### src/rtl/fp_conv_sched.sv
// Round-robin shared converter: 12-bit two's complement -> 8-bit float (s, e[2:0], f[3:0]),
// sequenced IDLE -> MAG -> NORM -> HOLD, with an ID-tagged valid/ready result port.
module fp_conv_sched #(
  parameter int unsigned NREQ = 2,
  parameter int unsigned ID_W = 1
) (
  input  logic               clk,
  input  logic               rst_n,
  input  logic [NREQ-1:0]    req_valid,
  input  logic [12*NREQ-1:0] req_data,
  output logic [NREQ-1:0]    req_ready,
  output logic               res_valid,
  input  logic               res_ready,
  output logic               res_s,
  output logic [2:0]         res_e,
  output logic [3:0]         res_f,
  output logic [ID_W-1:0]    res_id,
  output logic [7:0]         sat_cnt
);

  typedef enum logic [1:0] {S_IDLE, S_MAG, S_NORM, S_HOLD} state_t;

  state_t          state, state_nx;
  logic [ID_W-1:0] rr_ptr, gnt, cur_id;
  logic            found;
  logic [11:0]     sel_data, word, mag;
  logic            sgn, sat_flag;
  logic [3:0]      msb, n_e, n_f;
  logic            n_sat;
  logic [11:0]     shifted;
  logic [4:0]      f_sum;
  int unsigned     idx;

  // First valid requester searching upward from rr_ptr, wrapping at NREQ.
  always_comb begin
    found = 1'b0;
    gnt   = '0;
    idx   = 0;
    for (int unsigned k = 0; k < NREQ; k++) begin
      idx = (32'(rr_ptr) + k) % NREQ;
      if (!found && req_valid[idx[ID_W-1:0]]) begin
        found = 1'b1;
        gnt   = idx[ID_W-1:0];
      end
    end
  end

  always_comb begin
    sel_data = '0;
    for (int unsigned i = 0; i < NREQ; i++) begin
      if (gnt == ID_W'(i)) sel_data = req_data[12*i +: 12];
    end
  end

  always_comb begin
    req_ready = '0;
    if (state == S_IDLE && found) req_ready[gnt] = 1'b1;
  end

  assign res_valid = (state == S_HOLD);

  // e = msb-3 equals 8-lz; values below 16 pass through unrounded with e=0.
  always_comb begin
    msb     = '0;
    n_e     = '0;
    n_f     = '0;
    n_sat   = 1'b0;
    shifted = '0;
    f_sum   = '0;
    for (int unsigned i = 0; i < 12; i++) begin
      if (mag[i]) msb = 4'(i);
    end
    if (msb < 4'd4) begin
      n_f = mag[3:0];
    end else begin
      n_e     = msb - 4'd3;
      shifted = mag >> (n_e - 4'd1);
      f_sum   = {1'b0, shifted[4:1]} + {4'b0, shifted[0]};
      if (f_sum[4]) begin
        n_f = 4'd8;
        n_e = n_e + 4'd1;
      end else begin
        n_f = f_sum[3:0];
      end
      if (n_e == 4'd8) begin
        n_e   = 4'd7;
        n_f   = 4'd15;
        n_sat = 1'b1;
      end
    end
  end

  always_ff @(posedge clk or negedge rst_n) begin
    if (!rst_n) state <= S_IDLE;
    else        state <= state_nx;
  end

  always_comb begin
    state_nx = state;
    case (state)
      S_IDLE: if (found) state_nx = S_MAG;
      S_MAG:  state_nx = S_NORM;
      S_NORM: state_nx = S_HOLD;
      S_HOLD: if (res_ready) state_nx = S_IDLE;
      default: state_nx = S_IDLE;
    endcase
  end

  always_ff @(posedge clk or negedge rst_n) begin
    if (!rst_n) begin
      rr_ptr   <= '0;
      cur_id   <= '0;
      word     <= '0;
      mag      <= '0;
      sgn      <= 1'b0;
      sat_flag <= 1'b0;
      res_s    <= 1'b0;
      res_e    <= '0;
      res_f    <= '0;
      res_id   <= '0;
      sat_cnt  <= '0;
    end else begin
      case (state)
        S_IDLE: if (found) begin
          word   <= sel_data;
          cur_id <= gnt;
          rr_ptr <= (gnt == ID_W'(NREQ - 1)) ? '0 : gnt + ID_W'(1);
        end
        S_MAG: begin
          sgn <= word[11];
          if (word == 12'h800) begin
            mag      <= 12'd2047;
            sat_flag <= 1'b1;
          end else begin
            mag      <= word[11] ? -word : word;
            sat_flag <= 1'b0;
          end
        end
        S_NORM: begin
          res_s  <= sgn;
          res_e  <= n_e[2:0];
          res_f  <= n_f;
          res_id <= cur_id;
          if ((n_sat || sat_flag) && sat_cnt != 8'hFF) sat_cnt <= sat_cnt + 8'd1;
        end
        default: ;
      endcase
    end
  end

endmodule

### config.mk
export PLATFORM = sky130hd
export DESIGN_NAME = fp_conv_sched
export DESIGN_NICKNAME = d
export VERILOG_FILES = /design/src/rtl/fp_conv_sched.sv
export SDC_FILE = /design/constraint.sdc
export NUM_CORES = 1
export LEC_CHECK = 0
export CORE_MARGIN = 4
export CORE_UTILIZATION = 57
export DETAILED_ROUTE_END_ITERATION = 12
export PLACE_DENSITY = 0.95
export SETUP_SLACK_MARGIN = 0.4
export SYNTH_ARGS = -nofsm -noshare
export SYNTH_HDL_FRONTEND = slang
export SYNTH_SLANG_ARGS = --single-unit
### constraint.sdc
create_clock -name clk -period 7 [get_ports clk]
set_clock_uncertainty 0.1 [all_clocks]
set_input_delay 1.05 -clock clk [delete_from_list [all_inputs] [get_ports clk]]
set_output_delay 1.05 -clock clk [all_outputs]
set_load 0.03 [all_outputs]
-- Yosys cells after proc, flatten, opt, wreduce, memory -nomap -nowiden
Index checks and enable logic that the tools add are counted.
W data, S select, Z words.
- register bits after elaboration: 47
- bits of input ports: 29
- bits in read-only memories: 0
- word-level logic and storage cells: 83
- bits in latches: 0
- memory bits (writable): 0
- output and inout bits: 20
- memories kept: 0
- eq/ne operators: 8
- add/sub/neg operators: 8
- bitwise operators: 0
- reduce and logical (&&, ||, !) cells: 10
- $lt $le $gt $ge: 5
- multiplexer cells: 39
- div/mod/pow operators: 0
- shifts and indexed selects: 1
- multiply operators: 0
- operators by type and width (cell ; count):
    $mux W4 ; 15
    $mux W12 ; 3
    $mux W1 ; 14
    $eq A12 B12 Y1 const B ; 1
    $neg A12 Y12 ; 1
    $shr A12 B4 Y5 ; 1
    $add A8 B1 Y8 const B ; 1
    $ne A8 B8 Y1 const B ; 1
    $pmux W2 S4 ; 1
    $lt A1 B2 Y1 const B ; 3
    $mux W2 ; 3
    $mux W3 ; 2
    $reduce_and A2 Y1 ; 3
    $add A4 B1 Y5 ; 1
    $add A4 B1 Y4 const B ; 1
    $eq A2 B2 Y1 const B ; 2
    $eq A4 B4 Y1 const B ; 1
    $logic_and A1 B1 Y1 ; 4
    $lt A4 B3 Y1 const B ; 1
    $sub A4 B1 Y4 const B ; 1
    $sub A4 B2 Y4 const B ; 1
    $add A1 B1 Y1 const B ; 2
    $eq A2 B1 Y1 const B ; 1
    $logic_not A2 Y1 ; 1
    6 further kinds ; 6

-- Depth between registers and ports, before layout
Gate-level depths: netlist (run 1).
- depth in word-level cells: 23
- depth in mapped cells: 18

-- Worst setup path before layout (run 1)
Ideal clock, no wire load.
- path kind: flip-flop to flip-flop
- start point: register mag[9]
- end point: register res_f[3]
- path slack: 2819 ps
- buffers on the path: 2
- setup time: 120 ps
- arrival time: 3962 ps
- cell stages (with the launch flop): 19
- clock period less this slack: 4181 ps
- cells stage by stage: dfrtp_1 > buf_2 > nand2b_1 > a21oi_1 > a31oi_1 > buf_2 > ha_1 > xnor2_4 > nand4bb_1 > o221ai_1 > a2111oi_0 > ha_1 > ha_1 > nand2_1 > a31oi_4 > mux2i_2 > nand2_1 > o21bai_1 > a31o_1
- longest elaborated chain between the ends: 12
- ends and longest elaborated chain (element ; RTL line ; RTL):
    start: declaration ; 26 ; logic [11:0] sel_data, word, mag;
    start signal: assignment ; 135 ; mag <= word[11] ? -word : word;
    $mux W4 (3 in a row) ; 71 ; if (mag[i]) msb = 4'(i);
    $sub A4 B2 Y4 ; 76 ; n_e = msb - 4'd3;
    $sub A4 B1 Y4 ; 77 ; shifted = mag >> (n_e - 4'd1);
    $shr A12 B4 Y5 ; 77 ;
    $add A4 B1 Y5 ; 78 ; f_sum = {1'b0, shifted[4:1]} + {4'b0, shifted[0]};
    $mux W4 ; 79 ; if (f_sum[4]) begin
    $mux W4 ; 73 ; if (msb < 4'd4) begin
    $eq A4 B4 Y1 ; 85 ; if (n_e == 4'd8) begin
    $mux W4 ; 85 ;
    $mux W4 (*) ; 73 ;
    end signal: assignment ; 142 ; res_f <= n_f;
    end: declaration ; 16 ; output logic [3:0] res_f,
Mark *: on every way between the ends. The rest lies on a longest branch, timed or not. The select of a mux whose other input is x is not followed.
A chain may end at the register's enable or synchronous reset.

-- Worst setup path in the final report (run 1)
Ends and elaborated chain as after synthesis.

==> impl_metrics.yaml, run 1 <==
clocking:
  cts_tree: "built"
  cts_resized: 0
  path_clk_slew_ns: 0.09
  h-tree-depth: 2
  cts_setup_buffers: 0
  clock-root-buffer: "clkbuf_8"
  numClockSinks: 47
  clock_latency_ns: 0.30
  hold_buffers: 0
  cts_buffers: 5
  cts_buffer_depth: 2
yosys:
  avgSynthCellArea_um2: 9.41
  syn_inst: 307
  synthArstFlopShare_pct: 100
  synthMostInstantiatedCell: "dfrtp_1"
  synth.top_cell.area_share_pct: 40.7
  yosysTopAreaCell: "dfrtp_1"
  syn_area_um2: 2890
  synth_edf_count: 0
  ys_types: 56
  synth_area_leaders: "dfrtp_1 (41%), ha_1 (4.8%), a222oi_1 (4.2%)"
  syn_nets: 347
  ys_seq_area_share_pct: 40.7
  netlist_top_cells_count: "dfrtp_1 (47), nand2_1 (29), inv_1 (24)"
  ys.flop_type: "dfrtp_1"
  synth-seq-cells: 47
  yosys_warnings: 0
setup_path:
  rrSetupSlack_ns: 1.93
  crit_type: "flip-flop to flip-flop"
  required_ns: 7.09
  rr_endpoint: "res_f[3]"
  crit_path_end: "res_f[3]"
  path_max_fanout: 12
  startpoint: "mag[9]"
  reg2reg_from: "mag[9]"
  worst_ep_arrival_time_ns: 5.17
  reg2reg_depth: 16
  cp-end-kind: "flip-flop"
  worst_setup_path_start_kind: "flip-flop"
die:
  ios: 49
  fp-row-count: 25
  coreArea_um2: 4820
  start_util_pct: 60.0
  die-area_um2: 6270
  die_y_um: 79.2
  die_x_um: 79.2
routing:
  num_vias: 2469
  drtIter0Drc: 233
  wl_per_cell_um: 15.4
  vias_per_cell: 5.94
  drc: 0
  drt_wl_total_um: 6410
  ant_nets: 0
  dr.pass1.iters: 7
sta:
  finalHoldViolations: 0
  tns_ns: 0
  max_freq_ghz: 0.197
  fin_crit_ns: 5.07
  relSlewSlack_pct: 29.4
  finalSetupViolCount: 0
  post-route-period-util_pct: 72.5
  worst_slew_pin_slew_ns: 1.05
  grt_setup_unrepaired: "no"
  maxSlewViolCount: 0
global_routing:
  grt_overflow: 0
  grt_pass1_vias: 2503
  grt_max_degree: 48
  antenna_found_initial: 0
  track_usage_pct: 22.4
  grt_pass1_wl_um: 11200
final_layout:
  area_growth_pct: 20.6
  drive_above_1_share_pct: 7.16
  fin_util_pct: 72.3
  final_net_count: 389
  antenna_cells: 0
  fin_area_um2: 3480
power_and_ir_drop:
  powerDensity_nw_per_um2: 530
  leakage_nw: 1.53
  peakVddDrop_uv: 287
placed_design:
  dpl.hpwl_um: 4770
  placed_cell_area_um2: 3400
  place_congestion: 0.855
  portBuffers: 48
hold_path:
  hp-class: "flip-flop to flip-flop"
run_status:
  status: "completed"
run:
  max_cap_violations: 0
metal layers:
metal,global-route usage [%],part of all wire [%],up-vias
met2,39.4,50,84
met4,9.97,2.1,0
met5,0,0,-
li1,-,-,1186
met3,4.42,5.1,17
met1,26.3,43,1182
worst max-delay path: stages (launching register included):
cell       delay [ns]
dfrtp_1          0.51
nand2b_1         0.19
a21oi_1          0.14
a31oi_1          0.80
ha_1             0.45
xnor2_4          0.18
nand4bb_1        0.16
o221ai_1         0.22
a2111oi_0        0.48
ha_1             0.24
ha_1             0.24
nand2_1          0.11
a31oi_4          0.17
mux2i_2          0.38
nand2_1          0.17
o21bai_1         0.20
a31o_1           0.23
how the worst min path moves through the flow:
stage,depth (start not counted),startpoint,end,slack (ns)
floorplan,1,cur_id,cur_id,0.34
global placement,1,cur_id,cur_id,0.36
detailed placement,1,cur_id,cur_id,0.37
CTS,1,cur_id,cur_id,0.39
global route,1,cur_id,cur_id,0.41
finish,1,cur_id,cur_id,0.38
report_power, final:
group / switching (mW) / internal, mW
Combinational: 0.638 / 0.500
Clock: 0.0873 / 0.0776
Sequential: 0.147 / 0.397
Total: 0.872 / 0.974
sequential cells by signal, indices dropped and copies added, names as in the netlist, 2 cells and up:
register,cells
res_f,4
mag,12
state,2
word,12
sat_cnt,8
res_e,3
through the flow:
stage	total power, mW	cells	hold slack (ns)	setup slack, ns
finish	1.85	416	0.381	1.93
global route	2.01	416	0.411	1.48
CTS	1.84	416	0.386	2.00
detailed placement	1.67	409	0.366	2.02
global placement	1.62	409	0.362	2.22
floorplan	1.39	307	0.344	2.82
cell families (layout without fill, tap and decap cells):
logic type	count (synthesis)	in the layout	share of synthesized area [%]
fa+ha+maj	11	11	4.76
buf+inv	40	82	5.46
mux	15	15	5.54
simple gates	96	96	17.0
compound gates	78	78	19.8
xor+xnor	20	20	6.71
flops	47	47	40.7
cell type report:
cell class                      count  area, um2
Multi-Input combinational cell    220       1560
Fill cell                         348       1330
Sequential cell                    47       1180
Timing Repair Buffer               49        483
Inverter                           26       97.6
Tap cell                           67       83.8
Clock buffer                        6       82.6
Clock inverter                      1       5.00
cells in the final DEF (no fill, tap or decap), types with 3 or more instances in the layout:
cell,count
nor2b_1,8
xor2_1,9
nor2_1,23
clkbuf_8,6
a211oi_1,4
and2_1,3
mux2i_1,9
o22ai_1,3
nand3_1,7
a222oi_1,12
ha_1,11
a31oi_1,6
nand2_1,29
dfrtp_1,47
or3_1,5
xnor2_1,10
mux2_2,4
inv_1,24
o21ai_0,12
a21oi_1,17
and3_1,3
clkdlybuf4s50_1,47
nand2b_1,4
nand4_1,3
Note: power is estimated with default switching activity, not from simulation.
==> inputs of run 2 (changes only) <==
CORE_UTILIZATION = 53   (was 57)
PLACE_DENSITY = 0.9   (was 0.95)
clock period = 5.2 ns   (was 7 ns; I/O delays follow)
==> impl_metrics.yaml, run 2 (synthesis gave the netlist of run 1 again) <==
setup_path:
  reg2reg_from: "mag[7]"
  required_ns: 5.30
  worst_setup_path_start_kind: "flip-flop"
  cp-end-kind: "flip-flop"
  path_max_fanout: 10
  rrSetupSlack_ns: 0.75
  reg2reg_depth: 17
  crit_type: "flip-flop to flip-flop"
  worst_ep_arrival_time_ns: 4.55
  rr_endpoint: "res_f[3]"
placed_design:
  place_congestion: 0.942
  dpl.hpwl_um: 4830
  portBuffers: 48
run:
  max_cap_violations: 0
global_routing:
  grt_overflow: 0
  track_usage_pct: 20.5
  grt_pass1_vias: 2448
  grt_max_degree: 48
  antenna_found_initial: 0
  grt_pass1_wl_um: 10800
sta:
  maxSlewViolCount: 0
  finalHoldViolations: 0
  max_freq_ghz: 0.225
  grt_setup_unrepaired: "no"
  fin_crit_ns: 4.45
  finalSetupViolCount: 0
  post-route-period-util_pct: 85.7
  tns_ns: 0
  relSlewSlack_pct: 33.0
  worst_slew_pin_slew_ns: 1.00
die:
  die-area_um2: 6700
  fp-row-count: 26
  die_y_um: 81.8
  coreArea_um2: 5200
  ios: 49
  die_x_um: 81.8
  start_util_pct: 55.5
routing:
  drt_wl_total_um: 6410
  drc: 0
  ant_nets: 0
  dr.pass1.iters: 5
  drtIter0Drc: 238
  vias_per_cell: 5.77
  wl_per_cell_um: 15.1
  num_vias: 2445
final_layout:
  final_net_count: 393
  antenna_cells: 0
  fin_util_pct: 67.7
  reg_top3: "mag (12), word (12), sat_cnt (8)"
  drive_above_1_share_pct: 9.04
  final_cell_mix: "dfrtp_1 (47), clkdlybuf4s50_1 (47), nand2_1 (29)"
  area_growth_pct: 22.0
hold_path:
  hold_depth: 1
  whs_endpoint: "sat_cnt[6]"
  min-delay-start: "sat_cnt[6]"
  hp-class: "flip-flop to flip-flop"
clocking:
  cts_tree: "built"
  h-tree-depth: 2
  cts_buffer_depth: 2
  numClockSinks: 47
  clock-root-buffer: "clkbuf_8"
  clock_latency_ns: 0.30
  hold_buffers: 0
  cts_setup_buffers: 0
  path_clk_slew_ns: 0.09
  cts_buffers: 5
power_and_ir_drop:
  peakVddDrop_uv: 355
  powerDensity_nw_per_um2: 715
  leakage_nw: 1.55
run_status:
  status: "completed"
==> run 2: how the worst max path moves through the flow <==
stage                     slack [ns]  endpoint  depth (start not counted)  startpoint
final                           0.75  res_f[3]                         17      mag[7]
after global routing            0.42  res_f[3]                         17      mag[7]
after CTS                       0.73  res_f[3]                         16      mag[4]
after detailed placement        0.73  res_f[3]                         16      mag[4]
after global placement          0.95  res_f[3]                         16      mag[9]
after floorplan                 1.02  res_f[3]                         18      mag[9]
==> run 2: per-stage QoR <==
stage	power, mW	instances	cell area (um2)	worst slack, ns	hold slack [ns]
floorplan	1.87	307	2890	1.02	0.344
global placement	2.22	416	3430	0.951	0.354
detailed placement	2.28	416	3430	0.734	0.387
CTS	2.51	424	3520	0.730	0.408
global route	2.74	424	3530	0.421	0.435
finish	2.52	424	3530	0.746	0.407
==> run 2: layout make-up <==
class                      count  area, um2
fill                         412       1680
clock inverter                 3       18.8
tap                           70       87.6
multi-input combinational    220       1560
timing repair buffer          53        513
clock buffer                   5       68.8
sequential                    47       1180
inverter                      26       97.6
==> run 2: repair_timing <==
item,CTS,global route
gates resized for setup,0,2
endpoints found under the hold margin,0,0
endpoints found under the setup margin,0,1
==> run 2: worst max-delay path, stage by stage (launching register included) <==
cell and delay (ns):
dfrtp_1 0.50, nor2_1 0.16, o31ai_2 0.11, a211oi_2 0.30, inv_2 0.12, ha_1 0.28, xnor2_4 0.24, nand4bb_1 0.17
o221ai_1 0.23, a2111oi_0 0.44, ha_1 0.23, ha_1 0.24, nand2_1 0.11, a31oi_4 0.16, mux2i_2 0.37, nand2_1 0.18
o21bai_1 0.20, a31o_1 0.22
==> run 2: report_power, final <==
part / internal, mW / total [mW] / switching, mW
sequential: 0.534 / 0.738 / 0.203
combinational: 0.695 / 1.57 / 0.871
clock: 0.0947 / 0.219 / 0.124
total: 1.32 / 2.52 / 1.20
==> run 2: routing by layer <==
metal	vias to the layer above	track usage, %	wire [um]
met5	-	0	0
met4	0	6.31	59
met3	6	3.62	413
met2	100	36.6	3270
met1	1140	25.1	2660
li1	1199	-	-
